==> src/rtl/cdb_arbiter_pkg.sv <==
// Shared definitions for the common-data-bus arbiter: source encoding, null tag
// and the round-robin pick used when both result queues hold entries.
package cdb_arbiter_pkg;

    localparam logic CDB_SRC_ALU = 1'b0;
    localparam logic CDB_SRC_LSB = 1'b1;

    localparam int NULL_TAG = 0;

    // Source that wins this cycle; only meaningful when at least one queue is non-empty.
    function automatic logic rr_pick(input logic alu_ready, input logic lsb_ready,
                                     input logic last_grant);
        if (alu_ready && (!lsb_ready || last_grant == CDB_SRC_LSB))
            return CDB_SRC_ALU;
        return CDB_SRC_LSB;
    endfunction

endpackage

==> src/rtl/cdb_result_fifo.sv <==
// Small circular result queue with flush; head entry is read combinationally so a
// grant can register it onto the bus in the same cycle it is popped.
module cdb_result_fifo #(
    parameter int WIDTH = 8,
    parameter int DEPTH = 4
) (
    input  logic             clk,
    input  logic             rst,
    input  logic             flush,
    input  logic             push,
    input  logic             pop,
    input  logic [WIDTH-1:0] push_data,
    output logic [WIDTH-1:0] head_data,
    output logic             full,
    output logic             empty
);

    localparam int PTR_W = $clog2(DEPTH);
    localparam int CNT_W = PTR_W + 1;

    logic [WIDTH-1:0] mem [DEPTH];
    logic [PTR_W-1:0] head_reg;
    logic [PTR_W-1:0] tail_reg;
    logic [CNT_W-1:0] count_reg;
    logic             do_push;
    logic             do_pop;

    assign full      = (count_reg == CNT_W'(DEPTH));
    assign empty     = (count_reg == '0);
    assign do_push   = push && !full;
    assign do_pop    = pop && !empty;
    assign head_data = mem[head_reg];

    // Storage carries no reset so it can map onto distributed RAM.
    always_ff @(posedge clk) begin
        if (do_push)
            mem[tail_reg] <= push_data;
    end

    // DEPTH is a power of two, so pointer overflow is the modulo wrap.
    always_ff @(posedge clk) begin
        if (rst || flush) begin
            head_reg  <= '0;
            tail_reg  <= '0;
            count_reg <= '0;
        end else begin
            if (do_push)
                tail_reg <= tail_reg + 1'b1;
            if (do_pop)
                head_reg <= head_reg + 1'b1;
            if (do_push && !do_pop)
                count_reg <= count_reg + 1'b1;
            else if (do_pop && !do_push)
                count_reg <= count_reg - 1'b1;
        end
    end

endmodule

==> src/rtl/cdb_arbiter.sv <==
// Round-robin arbiter sharing the registered common data bus between the ALU and
// the load/store buffer, with a per-source result queue and rollback flush.
module cdb_arbiter
    import cdb_arbiter_pkg::*;
#(
    parameter int WORD_WIDTH = 32,
    parameter int TAG_WIDTH  = 4,
    parameter int FIFO_DEPTH = 4
) (
    input  logic                  clk,
    input  logic                  rst,
    input  logic                  rollback_in,
    input  logic                  alu_valid_in,
    output logic                  alu_ready_out,
    input  logic [WORD_WIDTH-1:0] alu_result_in,
    input  logic [WORD_WIDTH-1:0] alu_new_pc_in,
    input  logic [TAG_WIDTH-1:0]  alu_dest_tag_in,
    input  logic                  lsb_valid_in,
    output logic                  lsb_ready_out,
    input  logic [WORD_WIDTH-1:0] lsb_result_in,
    input  logic [TAG_WIDTH-1:0]  lsb_dest_tag_in,
    output logic                  cdb_valid_out,
    output logic                  cdb_src_out,
    output logic [WORD_WIDTH-1:0] cdb_result_out,
    output logic [WORD_WIDTH-1:0] cdb_new_pc_out,
    output logic [TAG_WIDTH-1:0]  cdb_dest_tag_out
);

    localparam int ALU_W = 2 * WORD_WIDTH + TAG_WIDTH;
    localparam int LSB_W = WORD_WIDTH + TAG_WIDTH;

    logic             alu_full, alu_empty, lsb_full, lsb_empty;
    logic             alu_push, lsb_push, alu_pop, lsb_pop;
    logic             any_grant, grant_src;
    logic [ALU_W-1:0] alu_head;
    logic [LSB_W-1:0] lsb_head;

    logic                  valid_reg;
    logic                  src_reg;
    logic [WORD_WIDTH-1:0] result_reg;
    logic [WORD_WIDTH-1:0] new_pc_reg;
    logic [TAG_WIDTH-1:0]  tag_reg;
    logic                  last_grant_reg;

    assign alu_ready_out = !alu_full;
    assign lsb_ready_out = !lsb_full;

    // Null-tag results complete the handshake but are never queued.
    assign alu_push = alu_valid_in && !alu_full && !rollback_in
                      && (alu_dest_tag_in != TAG_WIDTH'(NULL_TAG));
    assign lsb_push = lsb_valid_in && !lsb_full && !rollback_in
                      && (lsb_dest_tag_in != TAG_WIDTH'(NULL_TAG));

    assign any_grant = !alu_empty || !lsb_empty;
    assign grant_src = rr_pick(!alu_empty, !lsb_empty, last_grant_reg);
    assign alu_pop   = any_grant && (grant_src == CDB_SRC_ALU) && !rollback_in;
    assign lsb_pop   = any_grant && (grant_src == CDB_SRC_LSB) && !rollback_in;

    cdb_result_fifo #(.WIDTH(ALU_W), .DEPTH(FIFO_DEPTH)) u_alu_fifo (
        .clk       (clk),
        .rst       (rst),
        .flush     (rollback_in),
        .push      (alu_push),
        .pop       (alu_pop),
        .push_data ({alu_result_in, alu_new_pc_in, alu_dest_tag_in}),
        .head_data (alu_head),
        .full      (alu_full),
        .empty     (alu_empty)
    );

    cdb_result_fifo #(.WIDTH(LSB_W), .DEPTH(FIFO_DEPTH)) u_lsb_fifo (
        .clk       (clk),
        .rst       (rst),
        .flush     (rollback_in),
        .push      (lsb_push),
        .pop       (lsb_pop),
        .push_data ({lsb_result_in, lsb_dest_tag_in}),
        .head_data (lsb_head),
        .full      (lsb_full),
        .empty     (lsb_empty)
    );

    // Rollback only kills the pulse; data outputs keep their last broadcast.
    always_ff @(posedge clk) begin
        if (rst) begin
            valid_reg      <= 1'b0;
            src_reg        <= 1'b0;
            result_reg     <= '0;
            new_pc_reg     <= '0;
            tag_reg        <= '0;
            last_grant_reg <= CDB_SRC_LSB;
        end else if (rollback_in) begin
            valid_reg      <= 1'b0;
            last_grant_reg <= CDB_SRC_LSB;
        end else if (any_grant) begin
            valid_reg      <= 1'b1;
            src_reg        <= grant_src;
            last_grant_reg <= grant_src;
            if (grant_src == CDB_SRC_ALU) begin
                result_reg <= alu_head[ALU_W-1 -: WORD_WIDTH];
                new_pc_reg <= alu_head[TAG_WIDTH +: WORD_WIDTH];
                tag_reg    <= alu_head[TAG_WIDTH-1:0];
            end else begin
                result_reg <= lsb_head[LSB_W-1 -: WORD_WIDTH];
                new_pc_reg <= '0;
                tag_reg    <= lsb_head[TAG_WIDTH-1:0];
            end
        end else begin
            valid_reg <= 1'b0;
        end
    end

    assign cdb_valid_out    = valid_reg;
    assign cdb_src_out      = src_reg;
    assign cdb_result_out   = result_reg;
    assign cdb_new_pc_out   = new_pc_reg;
    assign cdb_dest_tag_out = tag_reg;

endmodule

==> config.mk <==
export PLATFORM = sky130hd
export DESIGN_NAME = cdb_arbiter
export DESIGN_NICKNAME = d
export VERILOG_FILES = /design/src/rtl/cdb_arbiter_pkg.sv /design/src/rtl/cdb_result_fifo.sv /design/src/rtl/cdb_arbiter.sv
export SDC_FILE = /design/constraint.sdc
export NUM_CORES = 1
export LEC_CHECK = 0
export CAP_MARGIN = 20
export CORE_MARGIN = 3
export CORE_UTILIZATION = 40
export CTS_BUF_LIST = sky130_fd_sc_hd__clkbuf_8
export CTS_CLUSTER_DIAMETER = 50
export CTS_CLUSTER_SIZE = 30
export DETAILED_ROUTE_END_ITERATION = 8
export HOLD_SLACK_MARGIN = 0.02
export PLACE_DENSITY = 0.62
export SLEW_MARGIN = 20
export SYNTH_ARGS = -nofsm -noshare
export SYNTH_HDL_FRONTEND = slang
export SYNTH_SLANG_ARGS = --single-unit
==> constraint.sdc <==
create_clock -name clk -period 3.7 [get_ports clk]
set_input_delay 0.74 -clock clk [delete_from_list [all_inputs] [get_ports clk]]
set_output_delay 0.74 -clock clk [all_outputs]
set_load 0.05 [all_outputs]
; ---- Word level (Yosys, flattened, before mapping)
; Memory sizes are Yosys's and may differ from the RTL's. A register that Yosys moved wholly into a read port is not among the register bits.
; Cells that the tools add are included.
[totals]
register_bits = 85
mem_bits_rw = 416
input_bits = 109
output_inout_bits = 72
elab_cells = 84
mem_count = 2
[memory_table]
columns = memory, depth, width, read_ports, rd_ports_with_merged_regs, write_ports, line_no
row1 = u_alu_fifo.mem, 4, 68, 1, 1, 1, cdb_result_fifo.sv:21  ; logic [WIDTH-1:0] mem [DEPTH];
row2 = u_lsb_fifo.mem, 4, 36, 1, 1, 1, cdb_result_fifo.sv:21
[op_classes]
add_sub_neg = 8
n_eq_ne = 2
mux = 19
bitwise = 2
reduce_logical = 39
[ops]
columns = cell, count
row1 = $mux W32, 2
row2 = $logic_and A1 B1 Y1, 19
row3 = $mux W3, 4
row4 = $logic_not A1 Y1, 9
row5 = $add A2 B1 Y2 const B, 4
row6 = $mux W1, 8
row7 = $mux W2, 4
row8 = $reduce_bool A4 Y1, 2
row9 = $add A3 B1 Y3 const B, 2
row10 = $eq A3 B3 Y1 const B, 2
row11 = $logic_not A3 Y1, 2
row12 = $sub A3 B1 Y3 const B, 2
row13 = $mux W4, 1
row14 = $reduce_bool A2 Y1, 2
row15 = $logic_or A1 B1 Y1, 3
row16 = $not A1 Y1, 2
row17 = $reduce_and A2 Y1, 1
row18 = $reduce_or A2 Y1, 1

; ---- Depth between registers and ports, before layout
[depth]
word_depth = 12
ltp_mapped = 10
mapped_depth_nobuf = 9

; ---- Cells and area by module
; Synthesis repeated with hierarchy kept, for this count alone.
[unflattened]
cells_unflattened = 860
area_unflattened_um2 = 18604.1
[modules_own_cells]
columns = module, n_inst, cells_per_inst, area_per_inst_um2, seq_area_each_um2
row1 = cdb_result_fifo (u_alu_fifo), 1, 406, 10282.4, 8348.0
row2 = cdb_result_fifo (u_lsb_fifo), 1, 238, 5667.9, 4504.3
row3 = cdb_arbiter, 1, 216, 2653.8, 1421.4

; ---- Worst setup path after synthesis
; OpenSTA, ideal clock, no wires.
[synth_timing]
path_kind = in2reg
start = input rollback_in
end = memory u_alu_fifo.mem[1][0] (netlist name) (enable)
setup_ns = 0.433
arrival_time_ns = 2.932
required_ns = 3.267
setup_slack_ns = 0.335
stages = 3
n_path_buf = 1
cell_sequence = buf_2 -> a2111oi_4 -> and2_1
[synth_between]
elab_chain_len = 6
[synth_rtl]
columns = element, line_no
row1 = start: declaration, cdb_arbiter.sv:12  ; input logic rollback_in,
row2 = $logic_not A1 Y1, cdb_arbiter.sv:49  ; assign alu_push = alu_valid_in && !alu_full && !rollback_in
row3 = $logic_and A1 B1 Y1, cdb_arbiter.sv:49
row4 = $logic_and A1 B1 Y1, cdb_arbiter.sv:50  ; && (alu_dest_tag_in != TAG_WIDTH'(NULL_TAG));
row5 = $logic_and A1 B1 Y1, cdb_result_fifo.sv:30  ; assign do_push = push && !full;
row6 = via u_alu_fifo.do_push, cdb_result_fifo.sv:25  ; logic do_push;
row7 = $mux W1, cdb_result_fifo.sv:36  ; if (do_push)
row8 = $mux W1 (not written as such), cdb_result_fifo.sv:37  ; mem[tail_reg] <= push_data;
row9 = end: declaration, cdb_result_fifo.sv:21
; The timed path passes the listed nets, and every way through them passes these cells.

; ---- Worst setup path after layout
[layout_timing]
start = register u_lsb_fifo.count_reg[0]
end = output lsb_ready_out
[layout_between]
elab_chain_len = 2
[layout_rtl]
columns = element, line_no
row1 = start: declaration, cdb_result_fifo.sv:24  ; logic [CNT_W-1:0] count_reg;
row2 = start signal: assignment, cdb_result_fifo.sv:52  ; count_reg <= count_reg + 1'b1;
row3 = start signal: assignment, cdb_result_fifo.sv:54  ; count_reg <= count_reg - 1'b1;
row4 = $eq A3 B3 Y1, cdb_result_fifo.sv:28  ; assign full = (count_reg == CNT_W'(DEPTH));
row5 = $logic_not A1 Y1, cdb_arbiter.sv:46  ; assign lsb_ready_out = !lsb_full;
row6 = end: declaration, cdb_arbiter.sv:19  ; output logic lsb_ready_out,
; No other way between the ends.

==> flow_metrics.env <==
export IMPL_drtAntennaViolNets=0
export IMPL_finalSetupTns_ns=0
export IMPL_crit_arrival_ns=2.17
export IMPL_grt_usage=0.161
export IMPL_antenna_found_initial=3
export IMPL_cp_end_kind="output pin"
export IMPL_r2r_start="u_lsb_fifo.count_reg[2]"
export IMPL_drt_wl_total_um=39700
export IMPL_setup_violations_final=0
export IMPL_synth_cell_types=39
export IMPL_rr_endpoint="cdb_result_out[18]"
export IMPL_grt_pass1_wl_um=60400
export IMPL_core_area_mm2=0.0459
export IMPL_timing_final_crit_share=0.787
export IMPL_top_register="u_alu_fifo.mem"
export IMPL_grt_overflow=0
export IMPL_leakage_nw=7.12
export IMPL_fmax_mhz=343
export IMPL_synth_seq_area_share=0.760
export IMPL_holdWs_ns=0.506
export IMPL_switchingPower_mw=2.94
export IMPL_tightest_slew_ns=0.976
export IMPL_htree_levels=2
export IMPL_vdd_ir_drop_max_uv=324
export IMPL_final_util=0.488
export IMPL_grt_pass1_vias=9462
export IMPL_synth_top_cell_area_share=0.665
export IMPL_post_dp_cell_area_mm2=0.0214
export IMPL_firstDrtPassIters=5
export IMPL_period_minus_slack_ns=2.91
export IMPL_critPathLaunchType="register"
export IMPL_pwr_share_comb=0.118
export IMPL_status="complete, no violations"
export IMPL_synth_avg_cell_area_um2=20.3
export IMPL_cts_resized=0
export IMPL_netSwitchingFraction=0.262
export IMPL_io_buffers=180
export IMPL_critPathLaunch="u_lsb_fifo.count_reg[0]"
export IMPL_yosys_register_bits=505
export IMPL_cts_path_max_buffers=3
export IMPL_setup_ws_ns=0.788
export IMPL_vias=9145
export IMPL_post_cts_setup_buffer_count=0
export IMPL_synth_fp_nets=1046
export IMPL_reg_top3="u_alu_fifo.mem: 272 flops, u_lsb_fifo.mem: 144 flops"
export IMPL_drc=0
export IMPL_viasPerCell=5.21
export IMPL_clk_pin_slew_ns=0.09
export IMPL_ctsHoldBuffers=0
export IMPL_place_ws_ns=0.296
export IMPL_powerDensity_mw_per_mm2=502
export IMPL_insertion_delay_ns=0.65
export IMPL_syn_area_mm2=0.0188
export IMPL_die_h_um=223
export IMPL_cts_buffers=42
export IMPL_critPathKind="register to output pin"
export IMPL_syn2layout_area_growth_pct=19.1
export IMPL_synthArstFlopShare=0
export IMPL_yosysTopAreaCell="edfxtp_1"
export IMPL_r2r_slack_ns=1.13
export IMPL_finalWeightedCongestion=0.709
export IMPL_root_buffer="clkbuf_8"
export IMPL_design_area_mm2=0.0224
export IMPL_clkPwrFrac=0.311
export IMPL_p_int_mw=8.29
export IMPL_diodes=0
export IMPL_hp_class="register to register"
export IMPL_hold_viol_final=0
export IMPL_layout_common_cells="edfxtp_1, clkdlybuf4s50_1, mux4_2"
export IMPL_core_rowCount=78
export IMPL_cp_max_fo=5
export IMPL_ys_flop_type="edfxtp_1"
export IMPL_syn_inst=925
export IMPL_cts_sinks=505
export IMPL_tritoncts="done"
export IMPL_dieArea_mm2=0.0496
export IMPL_clock_skew_ns=0.0392
export IMPL_synth_edff_count=416
export IMPL_endpoint="lsb_ready_out"
export IMPL_reg2reg_depth=6
export IMPL_critPathRequiredTime_ns=2.96
export IMPL_io_pins=181
export IMPL_grt_max_degree=74
export IMPL_slew_headroom=0.347
export IMPL_final_common_cell="edfxtp_1"
export IMPL_largest_register_ffs=272
export IMPL_drv_slew=0
export IMPL_maxCapViolCount=0
export IMPL_initial_core_util=0.410
export IMPL_yosysWarnings=0
export IMPL_drtIter0Drc=645
export IMPL_post_drt_wl_per_cell_um=22.6
export IMPL_synth_area_leaders="edfxtp_1, mux4_2, dfxtp_1"
export IMPL_dp_hpwl_um=24200
export IMPL_grt_setup_unrepaired="false"
export IMPL_layout_nets=1242
export IMPL_die_x_um=223
export IMPL_drive_above_1_share=0.209
export IMPL_seqPwrFrac=0.571
[through the flow]
step	cells	power, mW
3_3_place_gp	1677	7.88
5_1_grt	1755	11.7
2_1_floorplan	925	7.38
3_5_place_dp	1677	7.89
6_report	1755	11.2
4_1_cts	1755	11.4
[cell families after synthesis]
| logic type | share of synthesized area |
|---|---|
| flip-flops | 0.760 |
| multiplexers | 0.146 |
| AND/OR/NAND/NOR | 0.0252 |
| AO/OA/AOI/OAI | 0.0380 |
| buffers and inverters | 0.0183 |
| adder cells (fa/ha/maj) | 0.00879 |
| XOR/XNOR | 0.00419 |
[layer usage]
metal | part of all wire | routed length, µm | vias to the layer above | GRT usage
met5 | 0.0010 | 41 | - | 0
met4 | 0.018 | 705 | 6 | 0.0420
met3 | 0.052 | 2060 | 55 | 0.0342
met2 | 0.49 | 19400 | 211 | 0.263
met1 | 0.44 | 17500 | 4741 | 0.223
li1 | - | - | 4132 | -
[cells in the mapped netlist (all sizes together) (2+ instances only)]
library cell and n:
a22oi 32, fa 2, and2 8, mux4 104
nor4 2, a2111oi 3, clkbuf 27, buf 25
edfxtp 416, xor2 4, nand2 3, xnor2 5
ha 10, mux2i 40, o21ai 4, a211oi 38
nor3 3, a21oi 4, or3 4, inv 12
dfxtp 89, nor2 85
[power by group through the flow]
stage	clock, mW	combinational [mW]	sequential [mW]
6_report	3.49	1.33	6.41
5_1_grt	3.85	1.42	6.44
3_5_place_dp	0	1.34	6.55
4_1_cts	3.63	1.35	6.42
3_3_place_gp	0	1.33	6.54
2_1_floorplan	0	0.569	6.81
[area by class of cell]
class | instances | area [µm²]
fill | 3832 | 23500
inverter | 12 | 45.0
clock inverter | 35 | 397
tap | 600 | 751
sequential | 505 | 14300
clock buffer | 43 | 592
timing repair buffer | 204 | 2090
multi-input combinational | 356 | 4220
[worst min path at each step]
stage | startpoint | end | slack (ns) | cells after the start
after CTS | cdb_result_out[0] | cdb_result_out[0] | 0.51 | 2
after floorplan | u_lsb_fifo.head_reg[1] | register | 0.49 | 2
after detailed placement | cdb_result_out[10] | cdb_result_out[10] | 0.49 | 2
after global placement | cdb_result_out[26] | cdb_result_out[26] | 0.49 | 2
after global routing | cdb_result_out[20] | cdb_result_out[20] | 0.53 | 2
final | cdb_dest_tag_out[0] | cdb_dest_tag_out[0] | 0.51 | 2
[critical path, cell delays in order, from the launching register on]
cell	delay [ns]
dfxtp_1	0.46
nor2_1	0.13
nand2_1	0.15
clkdlybuf4s50_1	0.82
Power figures use the tool's default switching activity.
